===== src/rtl/rs_alu_if.sv =====
// Shared packet type and the issue/CDB/execute-facing bus of the ALU reservation station.
// The issue stage (or bench) drives the master side; the station is the slave.
package rs_alu_pkg;
    localparam int XLEN        = 32;
    localparam int ROB_TAG_LEN = 4;

    typedef struct packed {
        logic [XLEN-1:0] pc;
        logic [31:0]     inst;
        logic [XLEN-1:0] rs1_value;
        logic [XLEN-1:0] rs2_value;
        logic [4:0]      dest_reg;
        logic [3:0]      alu_func;
    } ID_EX_PACKET;
endpackage

interface rs_alu_if #(parameter int TAG_W = rs_alu_pkg::ROB_TAG_LEN);
    import rs_alu_pkg::*;

    logic                 alloc_en;
    ID_EX_PACKET          alloc_packet;
    logic [TAG_W-1:0]     alloc_rob_tag;
    logic [TAG_W-1:0]     alloc_rs1_tag;
    logic [TAG_W-1:0]     alloc_rs2_tag;
    logic                 cdb_valid;
    logic [TAG_W-1:0]     cdb_tag;
    logic [XLEN-1:0]      cdb_value;
    logic                 flush;
    logic                 ex_ready;
    logic                 issue_valid;
    ID_EX_PACKET          issue_packet;
    logic [TAG_W-1:0]     issue_rob_tag;
    logic                 rs_alu_full;

    modport master (
        output alloc_en, alloc_packet, alloc_rob_tag, alloc_rs1_tag, alloc_rs2_tag,
        output cdb_valid, cdb_tag, cdb_value, flush, ex_ready,
        input  issue_valid, issue_packet, issue_rob_tag, rs_alu_full
    );

    modport slave (
        input  alloc_en, alloc_packet, alloc_rob_tag, alloc_rs1_tag, alloc_rs2_tag,
        input  cdb_valid, cdb_tag, cdb_value, flush, ex_ready,
        output issue_valid, issue_packet, issue_rob_tag, rs_alu_full
    );
endinterface


===== src/rtl/rs_alu.sv =====
// ALU reservation station: holds decoded ops until both operand tags clear,
// snoops the CDB for missing operands and dispatches the lowest-index ready entry.
module rs_alu
    import rs_alu_pkg::*;
#(
    parameter int RS_SIZE = 4,
    parameter int TAG_W   = ROB_TAG_LEN
) (
    input  logic    clock,
    input  logic    reset,
    rs_alu_if.slave bus
);
    localparam int IDX_W = (RS_SIZE > 1) ? $clog2(RS_SIZE) : 1;

    logic        [RS_SIZE-1:0]            r_valid;
    ID_EX_PACKET                          r_pkt [RS_SIZE];
    logic        [RS_SIZE-1:0][TAG_W-1:0] r_rob;
    logic        [RS_SIZE-1:0][TAG_W-1:0] r_tag1;
    logic        [RS_SIZE-1:0][TAG_W-1:0] r_tag2;

    logic [RS_SIZE-1:0] w_ready;
    logic [IDX_W-1:0]   w_free_idx;
    logic [IDX_W-1:0]   w_sel_idx;
    logic               w_any_ready;
    logic               w_full;
    logic               w_cdb_hit;
    logic               w_alloc;
    logic               w_dispatch;
    ID_EX_PACKET        w_alloc_pkt;
    logic [TAG_W-1:0]   w_alloc_t1;
    logic [TAG_W-1:0]   w_alloc_t2;

    assign w_full     = &r_valid;
    assign w_cdb_hit  = bus.cdb_valid && (bus.cdb_tag != '0);
    assign w_alloc    = bus.alloc_en && !w_full && !bus.flush;
    assign w_dispatch = w_any_ready && bus.ex_ready;

    // Readiness looks only at registered tags; a same-cycle CDB match waits a cycle.
    always_comb begin
        w_ready = '0;
        for (int i = 0; i < RS_SIZE; i++)
            w_ready[i] = r_valid[i] && (r_tag1[i] == '0) && (r_tag2[i] == '0);
    end

    always_comb begin
        w_free_idx  = '0;
        w_sel_idx   = '0;
        w_any_ready = 1'b0;
        for (int i = RS_SIZE - 1; i >= 0; i--) begin
            if (!r_valid[i])
                w_free_idx = IDX_W'(i);
            if (w_ready[i]) begin
                w_sel_idx   = IDX_W'(i);
                w_any_ready = 1'b1;
            end
        end
    end

    // Operand bypass when the producer broadcasts in the allocation cycle.
    always_comb begin
        w_alloc_pkt = bus.alloc_packet;
        w_alloc_t1  = bus.alloc_rs1_tag;
        w_alloc_t2  = bus.alloc_rs2_tag;
        if (w_cdb_hit && (bus.alloc_rs1_tag == bus.cdb_tag)) begin
            w_alloc_pkt.rs1_value = bus.cdb_value;
            w_alloc_t1            = '0;
        end
        if (w_cdb_hit && (bus.alloc_rs2_tag == bus.cdb_tag)) begin
            w_alloc_pkt.rs2_value = bus.cdb_value;
            w_alloc_t2            = '0;
        end
    end

    always_ff @(posedge clock) begin
        if (reset) begin
            r_valid <= '0;
            r_rob   <= '0;
            r_tag1  <= '0;
            r_tag2  <= '0;
            for (int i = 0; i < RS_SIZE; i++)
                r_pkt[i] <= '0;
        end else begin
            for (int i = 0; i < RS_SIZE; i++) begin
                if (r_valid[i] && w_cdb_hit && (r_tag1[i] == bus.cdb_tag)) begin
                    r_pkt[i].rs1_value <= bus.cdb_value;
                    r_tag1[i]          <= '0;
                end
                if (r_valid[i] && w_cdb_hit && (r_tag2[i] == bus.cdb_tag)) begin
                    r_pkt[i].rs2_value <= bus.cdb_value;
                    r_tag2[i]          <= '0;
                end
                // The allocation slot is free, so it can never be the dispatched one.
                if (bus.flush) begin
                    r_valid[i] <= 1'b0;
                end else if (w_alloc && (w_free_idx == IDX_W'(i))) begin
                    r_valid[i] <= 1'b1;
                    r_pkt[i]   <= w_alloc_pkt;
                    r_rob[i]   <= bus.alloc_rob_tag;
                    r_tag1[i]  <= w_alloc_t1;
                    r_tag2[i]  <= w_alloc_t2;
                end else if (w_dispatch && (w_sel_idx == IDX_W'(i))) begin
                    r_valid[i] <= 1'b0;
                end
            end
        end
    end

    assign bus.issue_valid   = w_any_ready;
    assign bus.issue_packet  = w_any_ready ? r_pkt[w_sel_idx] : '0;
    assign bus.issue_rob_tag = w_any_ready ? r_rob[w_sel_idx] : '0;
    assign bus.rs_alu_full   = w_full;
endmodule


===== src/flat_wrapper.sv =====
// flat-port wrapper written by rule: the top's interface ports become plain ports
module rs_alu_flat import rs_alu_pkg::*;
#(
    parameter int RS_SIZE = 4,
    parameter int TAG_W   = ROB_TAG_LEN
)
  (clock, reset, bus_alloc_en, bus_alloc_packet, bus_alloc_rob_tag, bus_alloc_rs1_tag, bus_alloc_rs2_tag, bus_cdb_valid, bus_cdb_tag, bus_cdb_value, bus_flush, bus_ex_ready, bus_issue_valid, bus_issue_packet, bus_issue_rob_tag, bus_rs_alu_full);
  rs_alu_if #(.TAG_W(TAG_W)) bus_i ();
  input  logic clock;
  input  logic reset;
  input wire logic [$bits(bus_i.alloc_en)-1:0] bus_alloc_en;
  input wire logic [$bits(bus_i.alloc_packet)-1:0] bus_alloc_packet;
  input wire logic [$bits(bus_i.alloc_rob_tag)-1:0] bus_alloc_rob_tag;
  input wire logic [$bits(bus_i.alloc_rs1_tag)-1:0] bus_alloc_rs1_tag;
  input wire logic [$bits(bus_i.alloc_rs2_tag)-1:0] bus_alloc_rs2_tag;
  input wire logic [$bits(bus_i.cdb_valid)-1:0] bus_cdb_valid;
  input wire logic [$bits(bus_i.cdb_tag)-1:0] bus_cdb_tag;
  input wire logic [$bits(bus_i.cdb_value)-1:0] bus_cdb_value;
  input wire logic [$bits(bus_i.flush)-1:0] bus_flush;
  input wire logic [$bits(bus_i.ex_ready)-1:0] bus_ex_ready;
  output wire logic [$bits(bus_i.issue_valid)-1:0] bus_issue_valid;
  output wire logic [$bits(bus_i.issue_packet)-1:0] bus_issue_packet;
  output wire logic [$bits(bus_i.issue_rob_tag)-1:0] bus_issue_rob_tag;
  output wire logic [$bits(bus_i.rs_alu_full)-1:0] bus_rs_alu_full;
  assign bus_i.alloc_en = bus_alloc_en;
  assign bus_i.alloc_packet = bus_alloc_packet;
  assign bus_i.alloc_rob_tag = bus_alloc_rob_tag;
  assign bus_i.alloc_rs1_tag = bus_alloc_rs1_tag;
  assign bus_i.alloc_rs2_tag = bus_alloc_rs2_tag;
  assign bus_i.cdb_valid = bus_cdb_valid;
  assign bus_i.cdb_tag = bus_cdb_tag;
  assign bus_i.cdb_value = bus_cdb_value;
  assign bus_i.flush = bus_flush;
  assign bus_i.ex_ready = bus_ex_ready;
  assign bus_issue_valid = bus_i.issue_valid;
  assign bus_issue_packet = bus_i.issue_packet;
  assign bus_issue_rob_tag = bus_i.issue_rob_tag;
  assign bus_rs_alu_full = bus_i.rs_alu_full;
  rs_alu #(.RS_SIZE(RS_SIZE), .TAG_W(TAG_W)) u_core (.clock(clock), .reset(reset), .bus(bus_i));
endmodule

===== config.mk =====
export PLATFORM = sky130hd
export DESIGN_NAME = rs_alu_flat
export DESIGN_NICKNAME = d
export VERILOG_FILES = /design/src/rtl/rs_alu_if.sv /design/src/rtl/rs_alu.sv /design/src/flat_wrapper.sv
export SDC_FILE = /design/constraint.sdc
export NUM_CORES = 1
export LEC_CHECK = 0
export BUFFER_PORTS_ARGS = -buffer_cell sky130_fd_sc_hd__buf_2
export CAP_MARGIN = 20
export CORE_ASPECT_RATIO = 0.9
export CORE_MARGIN = 2
export CORE_UTILIZATION = 50
export DETAILED_ROUTE_END_ITERATION = 10
export PLACE_DENSITY_LB_ADDON = 0.05
export SLEW_MARGIN = 20
export SYNTH_ARGS = -nofsm -noshare
export SYNTH_HDL_FRONTEND = slang
export SYNTH_SLANG_ARGS = --single-unit

===== constraint.sdc =====
create_clock -name clock -period 3.6 [get_ports clock]
set_input_delay 0.54 -clock clock [delete_from_list [all_inputs] [get_ports clock]]
set_output_delay 0.54 -clock clock [all_outputs]
set_load 0.05 [all_outputs]

-- After elaboration in Yosys (flattened, before gate mapping)
Memories as Yosys holds them, arrays and structs flattened.
Cells that the tools add are included.
- word-level logic and storage cells: 234
- memory bits (writable): 548
- register bits after elaboration: 52
- input bits: 191
- memories kept: 1
- output and inout bits: 143
- memory list (memory ; depth ; width ; rd ports ; clocked after Yosys merged registers in ; write ports ; RTL line ; text):
    u_core.r_pkt ; 4 ; 137 ; 1 ; 0 ; 4 ; rs_alu.sv:16 ; ID_EX_PACKET r_pkt [RS_SIZE];
- bitwise gates (word level): 25
- reductions and logical operators: 57
- magnitude comparators: 1
- equality and inequality tests: 16
- mux-type cells: 118
- operators with widths (kind ; count):
    $mux 32 ; 18
    $mux 64 ; 4
    $mux 137 ; 1
    $mux 4 ; 28
    $mux 1 ; 54
    $eq 4x4->1 ; 10
    $mux 9 ; 4
    $logic_and 1x1->1 ; 34
    $logic_not 4->1 ; 8
    $or 1x1->1 ; 24
    $mux 2 ; 8
    $bmux 4 s2 ; 1
    $eq 2x2->1 const B ; 4
    $reduce_and 2->1 ; 4
    $reduce_bool 2->1 ; 4
    $eq 2x1->1 const B ; 2
    $logic_not 2->1 ; 2
    $reduce_and 4->1 ; 1
    $reduce_bool 4->1 ; 1
    $lt 2x3->1 const B ; 1
    $logic_not 1->1 ; 2
    $reduce_or 2->1 ; 1
    $not 1->1 ; 1

-- Depth between registers and ports, before layout
Gate-level depths: netlist (run 1).
- word-level depth: 11
- mapped depth: 8
- mapped depth without buffers: 5

-- Least setup slack after synthesis (run 1)
No wires, ideal clock.
- kind: in2reg
- from: input port bus_flush
- to: memory u_core.r_pkt[2][10] in the netlist's numbering (enable)
- setup time: 387 ps
- arrival time: 3273 ps
- path buffers: 1
- stages on the path: 6
- data required time: 3213 ps
- slack: -59 ps
- path through: nand2b_4 buf_2 nor3_2 or2_2 nor2_1 inv_1
- RTL lines (item ; RTL line ; text):
    start: declaration ; flat_wrapper.sv:19 ; input wire logic [$bits(bus_i.flush)-1:0] bus_flush;
    end: declaration ; rs_alu.sv:16 ;

-- Final worst setup path (run 1)
- from: register u_core.r_tag2[10] in the netlist's numbering
- to: output port bus_issue_packet[21]
- word-level cells in the longest chain between the ends: 7
- elaborated cells on any way between the ends: 10
- those cells by class: mux (7); reduce/logical (2); memory (1)
- RTL lines (item ; RTL line ; text):
    start: declaration ; rs_alu.sv:19 ; logic [RS_SIZE-1:0][TAG_W-1:0] r_tag2;
    start signal: indexed assignment ; rs_alu.sv:100 ; r_tag2[i] <= w_alloc_t2;
    $logic_not 4->1 * ; rs_alu.sv:42 ; w_ready[i] = r_valid[i] && (r_tag1[i] == '0) && (r_tag2[i] == '0);
    $logic_and 1x1->1 * ; rs_alu.sv:42 ;
    $mux 2 (3 in series) ; rs_alu.sv:52 ; if (w_ready[i]) begin
    $mem_v2 4x137 ; n/a ;
    $mux 137 * ; rs_alu.sv:109 ; assign bus.issue_packet = w_any_ready ? r_pkt[w_sel_idx] : '0;
    end: declaration ; flat_wrapper.sv:22 ; output wire logic [$bits(bus_i.issue_packet)-1:0] bus_issue_packet;
Every way passes the cells marked *; elsewhere a longest branch is shown, timed or not.

==> results.tsv, run 1 <==
stage	metric	value	unit
setup_path	Critical Path End Type	output pin	
setup_path	Crit path required time	3.06	ns
yosys	Yosys reg bits	600	
floorplan	die area	0.0571	sq mm
yosys	Synth Flop Type	edfxtp_1	
setup_path	Crit Path Max Fanout	29	
run_status	status	finished clean	
clock_network	# clock sinks	600	
yosys	Post-synth EDFFs	548	
yosys	Syn. warnings	0	
detailed_routing	met2 routed WL	40900	um
sta	fin. max-slew vios	0	
cells_and_area	Fillers	4367	
setup_path	Critical R2R Launch	u_core.r_valid[0]	
place	final RePlAce weighted congestion	0.844	
yosys	largest area contributor in the netlist	edfxtp_1	
detailed_routing	number of DRC markers in iteration 0	2744	
clock_network	CTS clk-pin slew, worst paths	0.06	ns
setup_path	Largest stage delay, worst path	0.39	ns
detailed_routing	router iterations before antenna repair	9	
yosys	ranking of synthesized cells by area	edfxtp_1, o2bb2ai_1, and2_1	
pwr	power density cells	463	mW/mm^2
clock_network	later-pin clock latency in the skew report	0.64	ns
run	maxcap violations	0	
yosys	Post-Syn Area per Cell	13.1	sq um
setup_path	Crit Path Class	register to output pin	
floorplan	Ports	334	
place	PortBufs	333	
cells_and_area	area grow syn2layout	18.8	%
yosys	Syn Inst Count	2102	
setup_path	crit path launch type	register	
sta	final setup violating endpoints	0	
sta	period utilization	98.3	%
yosys	Synth top cells by count	edfxtp_1, and2_1, o2bb2ai_1, nand2_1, a222oi_1	
yosys	most frequent cell after synthesis	edfxtp_1	
sta	final hold vios	0	
detailed_routing	routed wl met3	8800	um
min_path	Hold Crit Start	bus_alloc_rob_tag[3]	
yosys	register area share after synthesis	63.4	%
sta	slew margin rel.	41.3	%
setup_path	Cell Chain, Critical Path	nor4_4 > and3_4 > buf_8 > mux2_2 > a222oi_1 > nor2_1 > buf_2	
cells_and_area	nets	2603	
yosys	Syn Nets	2293	
clock_network	Max Buffers Root-to-Sink	3	
min_path	worst hold path class	input port to register	
clock_network	htree depth	2	
pwr	Peak VDD IR	0.412	mV
place	post-DP HPWL	49100	um
grt	total global-route track usage	29.8	%
clock_network	clock root cell	clkbuf_16	
grt	total gr overflow	0	
setup_path	Slowest cell on crit path	a222oi_1	
clock_network	CTS tree	done	
grt	largest net degree at the start of global routing	77	
detailed_routing	number of antenna-violating nets in the routed design	0	
clock_network	Num CTS Buffers	61	
detailed_routing	vias per cell	6.41	
grt	initial antenna violation count	17	
pwr	P_leak	0.0125	uW
sta	worst slew pin tran	0.881	ns
detailed_routing	final WL	88000	um
setup_path	Critical Path Start	u_core.r_tag2[10]	
yosys	asr flop ratio synth	0	%
sta	setup repair after global routing missed its margin	true	
floorplan	num rows	81	
place	dpl cells	3036	
detailed_routing	vias	20374	
cells_and_area	share of post-route cells with drive strength above 1	23.8	%
sta	min Tclk post-route	3.54	ns
yosys	top cell type's share of synthesized area	59.6	%
cells_and_area	fin cells	3177	
detailed_routing	top sig layer	met5	
floorplan	initial core utilization	50.7	%
grt	vias in the first global route	20118	
floorplan	core area	0.0544	sq mm
sta	Fmax	0.283	GHz
detailed_routing	M1 WL	36200	um
detailed_routing	routed len/inst	27.7	um
yosys	mapped cell area	0.0276	sq mm
floorplan	die height	227	um
detailed_routing	Post-route DRC	0	
sta	skew final	0.0179	ns
pwr	overall power	15200	uW
grt	first-pass GRT wire length	127000	um
setup_path	crit path DAT	3.00	ns
yosys	synth unique cells	44	
clock_network	cts hold-fix bufs	0	
floorplan	die width	252	um
worst max-delay path: cells and delay by family, from the launching register on:
kind,cells,cell delay [ns]
buffers and inverters,2,0.50
and+or+nand+nor,3,0.75
AOI/OAI and AO/OA,1,0.39
DFF,1,0.35
muxes,1,0.37
area by class of cell:
cell class                 instances  area [sq um]  area share [%]
antenna                           11          27.5          0.0839
clock buffer                      77          1630            4.97
clock inverter                    35           278           0.847
inverter                          10          37.5           0.114
multi-input combinational       1315          9570            29.2
sequential                       600         17500            53.4
tap                              705           882            2.69
timing repair buffer             424          2870            8.75
power by group:
part | leakage (uW) | switching (uW) | internal [uW] | total, uW
clock | 0.000932 | 2690 | 3520 | 6210
combinational | 0.00540 | 689 | 294 | 983
sequential | 0.00613 | 98.6 | 7880 | 7980
registers in the layout (all words and copies together), names as in the netlist:
name	cells
u_core.r_pkt	548
u_core.r_rob	16
u_core.r_tag2	16
u_core.r_tag1	16
u_core.r_valid	4
through the flow:
stage / hold WS (ns) / instance area, sq um / utilization, % / TNS (ns) / setup WS (ns)
floorplan: 0.453 / 27600 / - / 0 / 0.125
global placement: 0.462 / 30400 / 55.8 / 0 / 0.454
detailed placement: 0.473 / 30400 / 55.8 / 0 / 0.418
CTS: 0.162 / 32500 / 59.8 / -0.0162 / -0.0162
global route: 0.195 / 32800 / 60.2 / -0.0282 / -0.0158
finish: 0.204 / 32800 / 60.3 / 0 / 0.0609
kinds of logic (layout without fill, tap and decap cells):
group                     Yosys count  after routing  share of synthesized area, %
xor gates and xnor gates           40             40                          1.27
AOI/OAI and AO/OA                 551            551                          17.4
buffers and inverters             188            546                          3.06
other                               0             11                             0
and+or+nand+nor                   685            686                          13.3
muxes                              38             38                          1.50
DFF                               600            600                          63.4
metal layers:
layer,vias to the layer above,GRT usage [%]
met3,144,6.11
met1,10228,41.7
met2,1095,46.6
li1,8895,-
met5,-,0
met4,12,9.91
placed cells by master (no fill, tap or decap), types with 49 or more instances in the layout:
master / n
a22oi_1: 49
nor2_1: 107
nand2_1: 143
buf_4: 80
clkbuf_16: 67
and2_1: 292
edfxtp_1: 548
buf_2: 305
dfxtp_1: 50
nand2b_1: 81
a222oi_1: 138
o2bb2ai_1: 224
a22o_1: 64
final timing paths:
kind / endpoint / slack [ns] / cells after the start
worst max-delay path: bus_issue_packet[21] / 0.06 / 7
worst min-delay path: u_core.r_rob[3] / 0.20 / 3
worst max register to register: u_core.r_pkt[3][69] / 0.97 / 7
worst min register to register: u_core.r_rob[1] / 0.48 / 2
timing repair:
action                                 in CTS  in global routing
buffers inserted                            7                  4
pin swaps                                   4                  6
gates cloned                                2                  5
setup endpoints to repair                  98                 61
endpoints found under the hold margin       0                  0
gates resized for setup                    38                 22
Note: power is estimated with default switching activity, not from simulation.
==> run 2: changes to the inputs <==
- ABC_AREA: default -> 1
==> results.tsv, run 2 <==
stage	metric	value	unit	change
run_status	status	finished clean		
cells_and_area	post-route cell area	0.0350	sq mm	+6.6%
grt	first-pass GRT wire length	151000	um	+19%
yosys	Yosys reg bits	600		unchanged
run	maxcap violations	0		unchanged
pwr	P_leak	0.0148	uW	+19%
cells_and_area	share of post-route cells with drive strength above 1	14.3	%	-9.5 points
detailed_routing	final WL	103000	um	+17%
detailed_routing	Post-route DRC	0		unchanged
min_path	Hold Crit Start	bus_alloc_rob_tag[1]		
cells_and_area	top register by number of flip-flops	u_core.r_pkt		
clock_network	Max Buffers Root-to-Sink	3		unchanged
setup_path	Critical Path End Type	output pin		
sta	final hold vios	0		unchanged
yosys	mapped cell area	0.0305	sq mm	+11%
setup_path	Crit path required time	3.06	ns	about the same
detailed_routing	router iterations before antenna repair	6		-3
floorplan	initial core utilization	50.8	%	about the same
grt	initial antenna violation count	11		-6
floorplan	die width	264	um	+5.0%
cells_and_area	most frequent cells in the layout	nor2_1, nand3_1, edfxtp_1, inv_1, buf_2		
floorplan	die area	0.0630	sq mm	+10%
floorplan	num rows	85		+4.9%
floorplan	core area	0.0601	sq mm	+10%
sta	skew final	0.0243	ns	+0.00637 ns
clock_network	# clock sinks	600		unchanged
clock_network	CTS clk-pin slew, worst paths	0.06	ns	about the same
yosys	Post-synth EDFFs	548		unchanged
min_path	worst hold path class	input port to register		
cells_and_area	Largest register FFs	548		unchanged
sta	worst slew pin tran	0.843	ns	-0.0376 ns
yosys	top cell type's share of synthesized area	53.9	%	-5.7 points
grt	largest net degree at the start of global routing	155		+100%
yosys	Post-Syn Area per Cell	8.77	sq um	-33%
cells_and_area	nets	3850		+48%
clock_network	later-pin clock latency in the skew report	0.61	ns	-0.03 ns
setup_path	Crit Path Max Fanout	142		+390%
place	PortBufs	333		unchanged
setup_path	Crit Path Class	register to output pin		
sta	slew margin rel.	43.7	%	+2.4 points
yosys	Syn. warnings	0		unchanged
yosys	asr flop ratio synth	0	%	unchanged
setup_path	RR Endpoint	u_core.r_pkt[0][13]		
detailed_routing	routed wl met3	8060	um	-8.3%
sta	final setup violating endpoints	0		unchanged
clock_network	clock root cell	clkbuf_16		
detailed_routing	number of DRC markers in iteration 0	2680		-2.3%
detailed_routing	vias per cell	5.91		-7.9%
cells_and_area	area grow syn2layout	14.6	%	
setup_path	Critical R2R Launch	u_core.r_valid[1]		
sta	min Tclk post-route	3.54	ns	+0.00471 ns
setup_path	crit path DAT	3.00	ns	about the same
sta	Fmax	0.282	GHz	-0.13%
sta	setup_tns	0	ns	unchanged
yosys	synth unique cells	33		-25%
min_path	Hold Crit Depth	3		unchanged
detailed_routing	met2 routed WL	50100	um	+23%
detailed_routing	routed len/inst	22.9	um	-18%
grt	total gr overflow	0		unchanged
yosys	Synth Flop Type	edfxtp_1		
detailed_routing	vias	26579		+30%
pwr	Peak VDD IR	0.269	mV	-35%
clock_network	htree depth	3		+1
grt	vias in the first global route	25543		+27%
place	dpl cells	4361		+44%
setup_path	r2r setup slk	0.99	ns	+0.02 ns
cells_and_area	Fillers	5391		+23%
place	final RePlAce weighted congestion	0.878		+4.0%
place	post-DP HPWL	57900	um	+18%
pwr	power density cells	442	mW/mm^2	-4.4%
setup_path	Worst R2R Path Depth	8		+1
detailed_routing	M1 WL	40000	um	+10%
place	Placed Area	0.0327	sq mm	+7.6%
sta	fin. max-slew vios	0		unchanged
grt	total global-route track usage	31.4	%	+1.6 points
sta	period utilization	98.4	%	+0.13 points
floorplan	Ports	334		unchanged
clock_network	Num CTS Buffers	67		+9.8%
yosys	Syn Inst Count	3477		+65%
yosys	largest area contributor in the netlist	edfxtp_1		
yosys	Syn Nets	3668		+60%
floorplan	die height	238	um	+5.0%
yosys	ranking of synthesized cells by area	edfxtp_1, nor2_1, nand3_1		
cells_and_area	fin cells	4498		+42%
detailed_routing	top sig layer	met5		
setup_path	crit path launch type	register		
cells_and_area	most common cell after layout, fill and taps aside	nor2_1		
min_path	Hold Path End	u_core.r_rob[1]		
yosys	register area share after synthesis	57.4	%	-6.0 points
clock_network	CTS tree	done		
yosys	Synth top cells by count	nor2_1, nand3_1, edfxtp_1, inv_1, nand2_1		
yosys	most frequent cell after synthesis	nor2_1		
detailed_routing	number of antenna-violating nets in the routed design	0		unchanged
-- run 2: cell types whose count changed after synthesis, sizes merged, moves of 64 or more --
cell     previous run  this run
o2bb2ai           225         1
inv                10       347
and2              292         0
o21ai               4       321
nand2             143       290
nand3               9       555
a22o               64         0
nor2              117       775
nand4               8       182
a222oi            138         0
nand2b             82         0
-- run 2: kinds of logic (layout without fill, tap and decap cells) --
logic type	Yosys count	in the layout	synth area share [%]
flops	600	600	57.4
other cells	0	9	0
simple gates	1813	1814	26.3
xor+xnor	38	38	1.09
compound gates	377	377	6.41
buf+inv	649	877	8.83
-- run 2: timing repair --
item,4_1_cts,5_1_grt
endpoints found under the setup margin,58,86
cloned,1,5
setup buffers,0,6
gates resized for setup,7,10
pin swaps,0,3
hold buffers,0,0
hold endpoints to repair,0,0
-- run 2: critical path: stages (launching register included) --
cell and delay, ns:
dfxtp_1 0.41, nor2_1 0.08, nand2_1 0.06, nor2_1 0.06, nand2_4 0.09, buf_16 0.57, nand4_1 0.18, nand3_1 0.14
nor2_1 0.06, nor2_1 0.33, clkbuf_4 0.33
-- run 2: where the power goes --
part | internal, uW | leakage [uW] | switching, uW | total [uW]
registers | 7870 | 0.00613 | 78.8 | 7950
logic | 288 | 0.00773 | 879 | 1170
clock network | 3600 | 0.000953 | 2740 | 6340
-- run 2: metal layers --
metal  global-route usage, %  vias to the layer above
met1                    39.6                    12850
met3                    4.92                      259
met5                       0                        -
met4                    15.1                        4
met2                    53.1                     1290
li1                        -                    12176
-- run 2: layout make-up --
cell class / instances / area [sq um] / share of cell area [%]
Clock inverter: 26 / 110 / 0.315
Antenna cell: 9 / 22.5 / 0.0644
Inverter: 347 / 1320 / 3.77
Clock buffer: 90 / 1860 / 5.31
Tap cell: 783 / 980 / 2.80
Multi-Input combinational cell: 2229 / 10500 / 29.9
Timing Repair Buffer: 414 / 2730 / 7.80
Sequential cell: 600 / 17500 / 50.0
-- run 2: how the worst max path moves through the flow --
stage / start / end / slack, ns / cells past startpoint
after floorplan: u_core.r_valid[1] / u_core.r_tag2[2] / 0.26 / 7
after global placement: u_core.r_tag1[3] / bus_issue_packet[38] / 0.54 / 11
after detailed placement: u_core.r_tag1[3] / bus_issue_packet[38] / 0.52 / 11
after CTS: u_core.r_tag1[3] / bus_issue_packet[41] / 0.009 / 10
after global routing: u_core.r_valid[2] / bus_issue_packet[36] / -0.02 / 12
final: u_core.r_tag1[4] / bus_issue_packet[38] / 0.06 / 10
-- run 2: metrics by stage --
step	util (%)	power (uW)	hold WS, ns	worst slack [ns]
2_1_floorplan	-	8760	0.429	0.261
3_3_place_gp	54.4	9220	0.439	0.540
3_5_place_dp	54.4	9240	0.447	0.519
4_1_cts	57.8	15500	0.229	0.00902
5_1_grt	58.2	15900	0.249	-0.0230
6_report	58.2	15500	0.256	0.0562
